[config.mk]
export PLATFORM = sky130hd
export DESIGN_NAME = encap_result_reader
export DESIGN_NICKNAME = d
export VERILOG_FILES = /design/src/rtl/encap_pkg.sv /design/src/rtl/word_skid_fifo.sv /design/src/rtl/encap_result_reader.sv
export SDC_FILE = /design/constraint.sdc
export NUM_CORES = 1
export LEC_CHECK = 0
export CAP_MARGIN = 20
export CORE_ASPECT_RATIO = 2
export CORE_UTILIZATION = 31
export CTS_CLUSTER_DIAMETER = 40
export CTS_CLUSTER_SIZE = 40
export DETAILED_ROUTE_END_ITERATION = 16
export RECOVER_POWER = 25
export REMOVE_ABC_BUFFERS = 1
export SYNTH_ARGS = -nofsm -noshare
export SYNTH_HDL_FRONTEND = slang
export SYNTH_HIERARCHICAL = 1
export SYNTH_SLANG_ARGS = --single-unit
[constraint.sdc]
create_clock -name clk -period 5.5 [get_ports clk]
set_input_delay 1.1 -clock clk [delete_from_list [all_inputs] [get_ports clk]]
set_output_delay 1.1 -clock clk [all_outputs]
set_load 0.02 [all_outputs]
[src/rtl/encap_pkg.sv]
// Shared McEliece parameter helpers and stream constants for the encap read-out path.
package encap_pkg;

  localparam logic [1:0] SEL_HDR = 2'd0;
  localparam logic [1:0] SEL_C0  = 2'd1;
  localparam logic [1:0] SEL_C1  = 2'd2;
  localparam logic [1:0] SEL_K   = 2'd3;

  localparam logic [7:0] HDR_MAGIC = 8'hA5;

  typedef enum logic [2:0] {
    IDLE,
    HDR,
    RD_C0,
    RD_C1,
    RD_K,
    DRAIN
  } state_e;

  typedef struct packed {
    logic [1:0]  sel;
    logic [31:0] data;
  } word_t;

  function automatic int set_n(input int ps);
    case (ps)
      1:       return 3488;
      2:       return 4608;
      3:       return 6688;
      4:       return 6960;
      default: return 8192;
    endcase
  endfunction

  function automatic int set_m(input int ps);
    return (ps == 1) ? 12 : 13;
  endfunction

  function automatic int set_t(input int ps);
    case (ps)
      1:       return 64;
      2:       return 96;
      3:       return 128;
      4:       return 119;
      default: return 128;
    endcase
  endfunction

  function automatic int set_l(input int ps);
    return set_m(ps) * set_t(ps);
  endfunction

  function automatic int c0_words(input int ps);
    return (set_l(ps) + 31) / 32;
  endfunction

endpackage

[src/rtl/word_skid_fifo.sv]
// Two-entry data+tag FIFO; the head entry sits in a flop that drives the stream directly.
module word_skid_fifo
  import encap_pkg::*;
(
  input  logic       clk,
  input  logic       rst,
  input  logic       push,
  input  word_t      din,
  input  logic       ready,
  output word_t      dout,
  output logic       valid,
  output logic       pop,
  output logic [1:0] occ
);

  word_t      out_q, out_d;
  word_t      skid_q, skid_d;
  logic [1:0] count_q, count_d;

  always_comb begin
    out_d   = out_q;
    skid_d  = skid_q;
    count_d = count_q;
    pop     = (count_q != 2'd0) && ready;
    case (count_q)
      2'd0: begin
        if (push) begin
          out_d   = din;
          count_d = 2'd1;
        end
      end
      2'd1: begin
        if (push && pop) begin
          out_d = din;
        end else if (pop) begin
          count_d = 2'd0;
        end else if (push) begin
          skid_d  = din;
          count_d = 2'd2;
        end
      end
      default: begin
        // Full: a push can only arrive together with a pop.
        if (pop) begin
          out_d = skid_q;
          if (push) skid_d = din;
          else count_d = 2'd1;
        end
      end
    endcase
  end

  always_ff @(posedge clk or posedge rst) begin
    if (rst) begin
      out_q   <= '0;
      skid_q  <= '0;
      count_q <= 2'd0;
    end else begin
      out_q   <= out_d;
      skid_q  <= skid_d;
      count_q <= count_d;
    end
  end

  assign dout  = out_q;
  assign valid = (count_q != 2'd0);
  assign occ   = count_q;

endmodule

[src/rtl/encap_result_reader.sv]
// Streams C0, C1 and K result words out of the encap core on a valid/ready port.
// Optional header word enabled by ENCAP_READER_HEADER_EN.
module encap_result_reader
  import encap_pkg::*;
#(
  parameter int parameter_set = 1,
  parameter int m             = set_m(parameter_set),
  parameter int t             = set_t(parameter_set),
  parameter int l             = m * t,
  parameter int C0_WORDS      = (l + 31) / 32,
  parameter int C0_AW         = $clog2(C0_WORDS),
  parameter int TOTAL_WORDS   = C0_WORDS + 16
) (
  input  logic             clk,
  input  logic             rst,
  input  logic             start,
  output logic             busy,
  output logic             done,
  output logic             rd_C0,
  output logic [C0_AW-1:0] C0_addr,
  input  logic [31:0]      C0_out,
  output logic             rd_C1,
  output logic [2:0]       C1_addr,
  input  logic [31:0]      C1_out,
  output logic             rd_K,
  output logic [2:0]       K_addr,
  input  logic [31:0]      K_out,
  output logic [31:0]      dout,
  output logic             dout_valid,
  input  logic             dout_ready,
  output logic [1:0]       dout_sel,
  output logic             dout_last
);

  localparam logic [C0_AW-1:0] C0_LAST = C0_AW'(C0_WORDS - 1);

  state_e           state_q, state_d;
  logic [C0_AW-1:0] c0_addr_q, c0_addr_d;
  logic [2:0]       c1_addr_q, c1_addr_d;
  logic [2:0]       k_addr_q, k_addr_d;
  logic [2:0]       kcnt_q, kcnt_d;
  logic [1:0]       infl_sel_q, infl_sel_d;
  logic             infl_q, infl_d;
  logic             busy_q, busy_d;
  logic             done_q, done_d;

  logic             issue, push, pop, reading;
  logic [1:0]       occ, occ_eff;
  logic [2:0]       pending;
  logic [31:0]      rd_data, hdr_word;
  word_t            fifo_in, fifo_out;

  assign hdr_word = {HDR_MAGIC, 8'(parameter_set), 16'(TOTAL_WORDS)};

  always_comb begin
    case (infl_sel_q)
      SEL_C0:  rd_data = C0_out;
      SEL_C1:  rd_data = C1_out;
      default: rd_data = K_out;
    endcase
  end

  // A word leaving this cycle frees its slot for a new read.
  assign occ_eff = occ - {1'b0, pop};
  assign pending = {1'b0, occ_eff} + {2'b0, infl_q};
  assign reading = (state_q == RD_C0) || (state_q == RD_C1) || (state_q == RD_K);
  assign issue   = reading && (pending < 3'd2);
  assign push    = infl_q || (state_q == HDR);

  always_comb begin
    fifo_in.sel  = infl_q ? infl_sel_q : SEL_HDR;
    fifo_in.data = infl_q ? rd_data : hdr_word;
  end

  always_comb begin
    state_d    = state_q;
    c0_addr_d  = c0_addr_q;
    c1_addr_d  = c1_addr_q;
    k_addr_d   = k_addr_q;
    kcnt_d     = kcnt_q;
    infl_d     = issue;
    infl_sel_d = infl_sel_q;
    busy_d     = busy_q;
    done_d     = 1'b0;
    rd_C0      = 1'b0;
    rd_C1      = 1'b0;
    rd_K       = 1'b0;
    unique case (state_q)
      IDLE: begin
        if (start) begin
          busy_d  = 1'b1;
`ifdef ENCAP_READER_HEADER_EN
          state_d = HDR;
`else
          state_d = RD_C0;
`endif
        end
      end
      HDR: state_d = RD_C0;
      RD_C0: begin
        if (issue) begin
          rd_C0      = 1'b1;
          infl_sel_d = SEL_C0;
          if (c0_addr_q == C0_LAST) begin
            c0_addr_d = '0;
            state_d   = RD_C1;
          end else begin
            c0_addr_d = c0_addr_q + C0_AW'(1);
          end
        end
      end
      RD_C1: begin
        if (issue) begin
          rd_C1      = 1'b1;
          infl_sel_d = SEL_C1;
          c1_addr_d  = c1_addr_q + 3'd1;
          if (c1_addr_q == 3'd7) state_d = RD_K;
        end
      end
      RD_K: begin
        if (issue) begin
          rd_K       = 1'b1;
          infl_sel_d = SEL_K;
          k_addr_d   = k_addr_q + 3'd1;
          if (k_addr_q == 3'd7) state_d = DRAIN;
        end
      end
      DRAIN: begin
        // Leave only after done has pulsed so start can never meet done.
        if (done_q) state_d = IDLE;
      end
      default: state_d = IDLE;
    endcase
    if (pop && fifo_out.sel == SEL_K) kcnt_d = kcnt_q + 3'd1;
    if (pop && dout_last) begin
      done_d = 1'b1;
      busy_d = 1'b0;
    end
  end

  always_ff @(posedge clk or posedge rst) begin
    if (rst) begin
      state_q    <= IDLE;
      c0_addr_q  <= '0;
      c1_addr_q  <= 3'd0;
      k_addr_q   <= 3'd0;
      kcnt_q     <= 3'd0;
      infl_q     <= 1'b0;
      infl_sel_q <= SEL_HDR;
      busy_q     <= 1'b0;
      done_q     <= 1'b0;
    end else begin
      state_q    <= state_d;
      c0_addr_q  <= c0_addr_d;
      c1_addr_q  <= c1_addr_d;
      k_addr_q   <= k_addr_d;
      kcnt_q     <= kcnt_d;
      infl_q     <= infl_d;
      infl_sel_q <= infl_sel_d;
      busy_q     <= busy_d;
      done_q     <= done_d;
    end
  end

  word_skid_fifo u_fifo (
    .clk   (clk),
    .rst   (rst),
    .push  (push),
    .din   (fifo_in),
    .ready (dout_ready),
    .dout  (fifo_out),
    .valid (dout_valid),
    .pop   (pop),
    .occ   (occ)
  );

  assign busy      = busy_q;
  assign done      = done_q;
  assign C0_addr   = c0_addr_q;
  assign C1_addr   = c1_addr_q;
  assign K_addr    = k_addr_q;
  assign dout      = fifo_out.data;
  assign dout_sel  = fifo_out.sel;
  assign dout_last = dout_valid && (fifo_out.sel == SEL_K) && (kcnt_q == 3'd7);

endmodule
Word level (Yosys, flattened, before mapping) --
Index checks and enable logic that the tools add are counted. Widths: inputs -> output; s select.
Storage, ports and cells: register bits 92, input bits 100, output and inout port bits 52, logic and storage cells 117
Operators by class: reductions and logical operators 27, bitwise gates (word level) 1, $lt $le $gt $ge 1, eq/ne operators 27, multiplexer cells 41, $add $sub $neg 6
Operators by type and width (number):
- $mux 34 | 7
- $pmux 34 s2 | 2
- $pmux 32 s2 | 1
- $mux 32 | 1
- $mux 3 | 8
- $mux 2 | 10
- $pmux 3 s6 | 1
- $eq 3x3->1 const B | 5
- $ne 2x2->1 const B | 7
- $ne 2x1->1 const B | 5
- $add 3x1->3 const B | 3
- $mux 1 | 8
- $reduce_and 2->1 | 4
- $reduce_and 4->1 | 2
- $reduce_and 8->1 | 1
- $reduce_bool 2->1 | 4
- $logic_and 1x1->1 | 7
- $eq 3x2->1 const B | 2
- $pmux 2 s3 | 1
- $reduce_bool 3->1 | 2
- $add 5x1->5 const B | 1
- $eq 5x5->1 const B | 1
- $mux 5 | 1
- $reduce_and 5->1 | 1
- other kinds (14) | 18

Logic depth before layout (Yosys ltp) --
Gate-level depths: netlist of run 1.
word-level depth 8, mapped depth 9

Modules after synthesis --
Netlist of run 1, hierarchy kept.
By module, submodules not included:
- word_skid_fifo | area an instance 3156.8 µm², times used 1, cells each 205, seq. area each 1751.7 µm²
- encap_result_reader | area an instance 1926.8 µm², times used 1, cells each 236, seq. area each 550.5 µm²

Worst setup path after synthesis of run 1 --
Ideal clock, no wire load.
kind input-to-output, from input dout_ready, to output rd_K, data arrival time 2384 ps, required time 4400 ps, slack 2016 ps, path buffers 1, stages on the path 7, cell sequence clkbuf_2 -> nor2b_1 -> ha_1 -> xnor2_2 -> and2_1 -> nand3_1 -> inv_1
Between the ends: longest elaborated chain between the ends 7
RTL lines:
- start: declaration | line encap_result_reader.sv:30 | input logic dout_ready,
- $logic_and 1x1->1 | line word_skid_fifo.sv:24 | pop = (count_q != 2'd0) && ready;
- via pop | line encap_result_reader.sv:47 | logic issue, push, pop, reading;
- $sub 2x1->2 | line encap_result_reader.sv:64 | assign occ_eff = occ - {1'b0, pop};
- $add 2x1->3 | line encap_result_reader.sv:65 | assign pending = {1'b0, occ_eff} + {2'b0, infl_q};
- $lt 3x2->1 | line encap_result_reader.sv:67 | assign issue = reading && (pending < 3'd2);
- $logic_and 1x1->1 | line encap_result_reader.sv:67
- $mux 1 | line encap_result_reader.sv:121 | if (issue) begin
- $mux 1 | line encap_result_reader.sv:88 | unique case (state_q)
- end: declaration | line encap_result_reader.sv:25 | output logic rd_K,
The timed path passes the listed nets, and every way through them passes these cells.

Final worst setup path of run 1 --
Same ends and word-level chain as after synthesis.

==> metrics.md, run 1 <==
| Metric | Value |
|---|---|
| DP HPWL | 9360 um |
| Global route overflow | 0 |
| Max Fanout on Critical Path | 7 |
| Hold depth | 1 |
| Longest Clk Path Bufs | 2 |
| Syn-to-layout area delta | 38.3% |
| Synthesis-stage register bit count | 92 |
| Yosys top cell by area | dfrtp_1 |
| Top-count cell post-synth | mux2_2 |
| Gate power share | 0.169 |
| Die width | 92.6 um |
| WHS Endpoint | kcnt_q[0] |
| DR iter-0 viols | 95 |
| Clock group share of total power | 0.392 |
| Worst-Margin Slew | 1.21 ns |
| TritonRoute pass-1 iters | 4 |
| Ys async rst share | 1.00 |
| Pre-CTS setup slack | 0.791 ns |
| CP arrival | 3.67 ns |
| Tot Pwr | 1.69 mW |
| Initial antenna violation count | 1 |
| Startpoint Class | input port |
| Required @ worst endpoint | 4.40 ns |
| Residual DRC | 0 |
| EDFF count, synth | 0 |
| Maxcap violations | 0 |
| Register clock-pin slew on the reported worst setup and hold paths | 0.06 ns |
| Internal power | 1.29 mW |
| Post-CTS Setup Bufs | 0 |
| RSZ-0062 raised after global routing | no |
| Area of the multi-input gates | 2540 um2 |
| Clk_lat worst skew | 0.34 ns |
| FF+latch area | 2300 um2 |
| Largest net degree at the start of global routing | 65 |
| First-pass GRT wire length | 21100 um |
| Final WS setup | 0.733 ns |
| Vias post-DR | 3863 |
| Crit path kind | in -> out |
| Cells after Synth | 441 |
| Total global-route track usage | 0.162 |
| Sw power | 0.394 mW |
| Cells on worst reg2reg path | 6 |
| Final wirelength | 12900 um |
| Sw Share | 0.233 |
| Layout cells sized above 1 | 0.244 |
| Vias in the first global route | 4182 |
| CTS sink count | 92 |
| Final hold violation count | 0 |
| Non-filler instance count after layout | 783 |
| Crit share post-route | 0.867 |
| Placed cells | 767 |
| Area contributors post-synth | dfrtp_1 (45%), mux2_2 (24%), a22oi_1 (5.0%) |
| Cts hold-fix bufs | 0 |
| Hold WC Path Type | reg -> reg |
| CTS tree | done |
| FF-to-FF Start | infl_sel_q[0] |
| Leakage | 3.08 nW |
| Initial Util | 0.319 |
| Post-CTS Resized | 0 |
| Routed len/inst | 16.5 um |
| Maximum resistive drop on vdd | 0.125 mV |
| Reg2reg setup slack | 2.85 ns |
| Height of the die | 183 um |
| Num CTS Buffers | 9 |
| Setup total negative slack | 0 ns |
| I/O Buffers | 151 |
| Reg power frac | 0.439 |
| Synth top cells by count | mux2_2 (110), dfrtp_1 (92), nand2_1 (38) |
| Status | finished, final reports clean |
| Crit. End Element | output port |
| I/O pin cnt | 152 |
| Vias/cell | 4.93 |
| Core Region | 15900 um2 |
| Final setup fails | 0 |
| Placed instance area | 6710 um2 |
| Post-Syn Area | 5080 um2 |
| Standard-cell rows | 65 |
| Yosys top cell area share | 0.453 |
| Netlist cell types | 43 |
| Rel. slew slack | 0.192 |
| Clock Skew | 0.00974 ns |
| Final Cell Area | 7030 um2 |
| P per Cell Area | 240 nW/um2 |
| Tmin final | 4.77 ns |
| Fmax | 210 MHz |
| ANT nets after route | 0 |
| Final #Nets | 688 |
| Die outline area | 16900 um2 |
| Htree depth | 3 |
| Post-synthesis sequential area ratio | 0.453 |
| Root Buffer | clkbuf_16 |
| Filler cells | 1560 |
| Yosys warning total | 6 |
| Routability congestion estimate | 0.718 |
| Mean Syn Cell Area | 11.5 um2 |
| Pins Over Slew Limit | 0 |
| Reg-to-reg critical path endpoint | u_fifo/dout[18] |
| Worst min-delay path startpoint | kcnt_q[0] |
| Post-synth top flop | dfrtp_1 |
worst max-delay path, cell delays in order:
cell             delay (ns)
dlygate4sd3_1          0.73
nor2b_1                0.30
ha_1                   0.24
xnor2_2                0.13
and2_1                 0.25
nand3_1                0.21
inv_1                  0.10
clkdlybuf4s50_1        0.60
power by group through the flow:
stage	clock network (mW)	registers, mW	logic (mW)
after floorplan	0	0.803	0.0572
after global placement	0	0.754	0.288
after detailed placement	0	0.755	0.291
after CTS	0.685	0.742	0.292
after global routing	0.710	0.748	0.302
final	0.661	0.741	0.285
placed cells by master (no fill, tap or decap), drive strengths merged, types with 2 or more instances in the layout:
cell type      instances
clkdlybuf4s50        146
mux2                 111
dfrtp                 92
nand2                 38
a22oi                 34
and2                  29
o21ai                 28
ha                    11
clkbuf                11
inv                   10
nor2                   9
o211ai                 7
nor2b                  6
buf                    6
dlygate4sd3            5
xnor2                  5
a21oi                  4
nand3                  3
nand4                  3
and3                   2
bufinv                 2
a21o                   2
clkinv                 2
logic make-up after synthesis:
logic type,synth area share
multiplexers,0.249
buffers and inverters,0.0500
adder cells (fa/ha/maj),0.0271
flip-flops,0.453
AO/OA/AOI/OAI,0.109
XOR/XNOR,0.0118
AND/OR/NAND/NOR,0.101
area by class of cell:
type / count / share of cell area
Timing Repair Buffer: 157 / 0.224
Clock buffer: 11 / 0.0345
Multi-Input combinational cell: 307 / 0.362
Clock inverter: 4 / 0.0105
Tap cell: 201 / 0.0358
Antenna cell: 1 / 0.000356
Inverter: 10 / 0.00534
Sequential cell: 92 / 0.328
per-layer routing:
metal / GRT usage / share of wire / vias to the layer above
met4: 0.0663 / 0.021 / 0
met1: 0.160 / 0.35 / 1907
li1: - / - / 1847
met2: 0.324 / 0.60 / 96
met3: 0.0236 / 0.028 / 13
met5: 0 / 0 / -
worst max-delay path by stage:
stage	start	endpoint	slack (ns)	cells after the start
floorplan	u_fifo/occ[1]	rd_K	1.99	7
global placement	dout_ready	rd_K	0.86	8
detailed placement	dout_ready	rd_K	0.79	8
CTS	dout_ready	rd_K	0.80	8
global route	dout_ready	rd_K	0.55	8
finish	dout_ready	rd_K	0.73	8
registers in the layout, indices dropped and copies added (netlist names):
signal	flops
done	1
infl_q	1
K_addr	3
state_q	3
busy	1
u_fifo/occ	2
kcnt_q	3
infl_sel_q	2
C1_addr	3
u_fifo/skid_q	34
C0_addr	5
u_fifo/dout	34
metrics by stage:
| step | util | hold WS, ns |
|---|---|---|
| after global routing | 0.441 | 0.516 |
| after floorplan | - | 0.453 |
| after detailed placement | 0.421 | 0.478 |
| after CTS | 0.441 | 0.487 |
| final | 0.441 | 0.483 |
| after global placement | 0.419 | 0.467 |
No activity file was read; power rests on OpenSTA's default activity.
==> run 2, diff against run 1 <==
--- a/config.mk
+++ b/config.mk
@@ -8,7 +8,7 @@
 export CAP_MARGIN = 20
 export CORE_ASPECT_RATIO = 2
 export CORE_UTILIZATION = 31
-export CTS_CLUSTER_DIAMETER = 40
+export CTS_CLUSTER_DIAMETER = 120
 export CTS_CLUSTER_SIZE = 40
 export DETAILED_ROUTE_END_ITERATION = 16
 export RECOVER_POWER = 25
==> results of run 2 <==
Same layout as run 1: the final DEF is identical, and so are final timing and power.
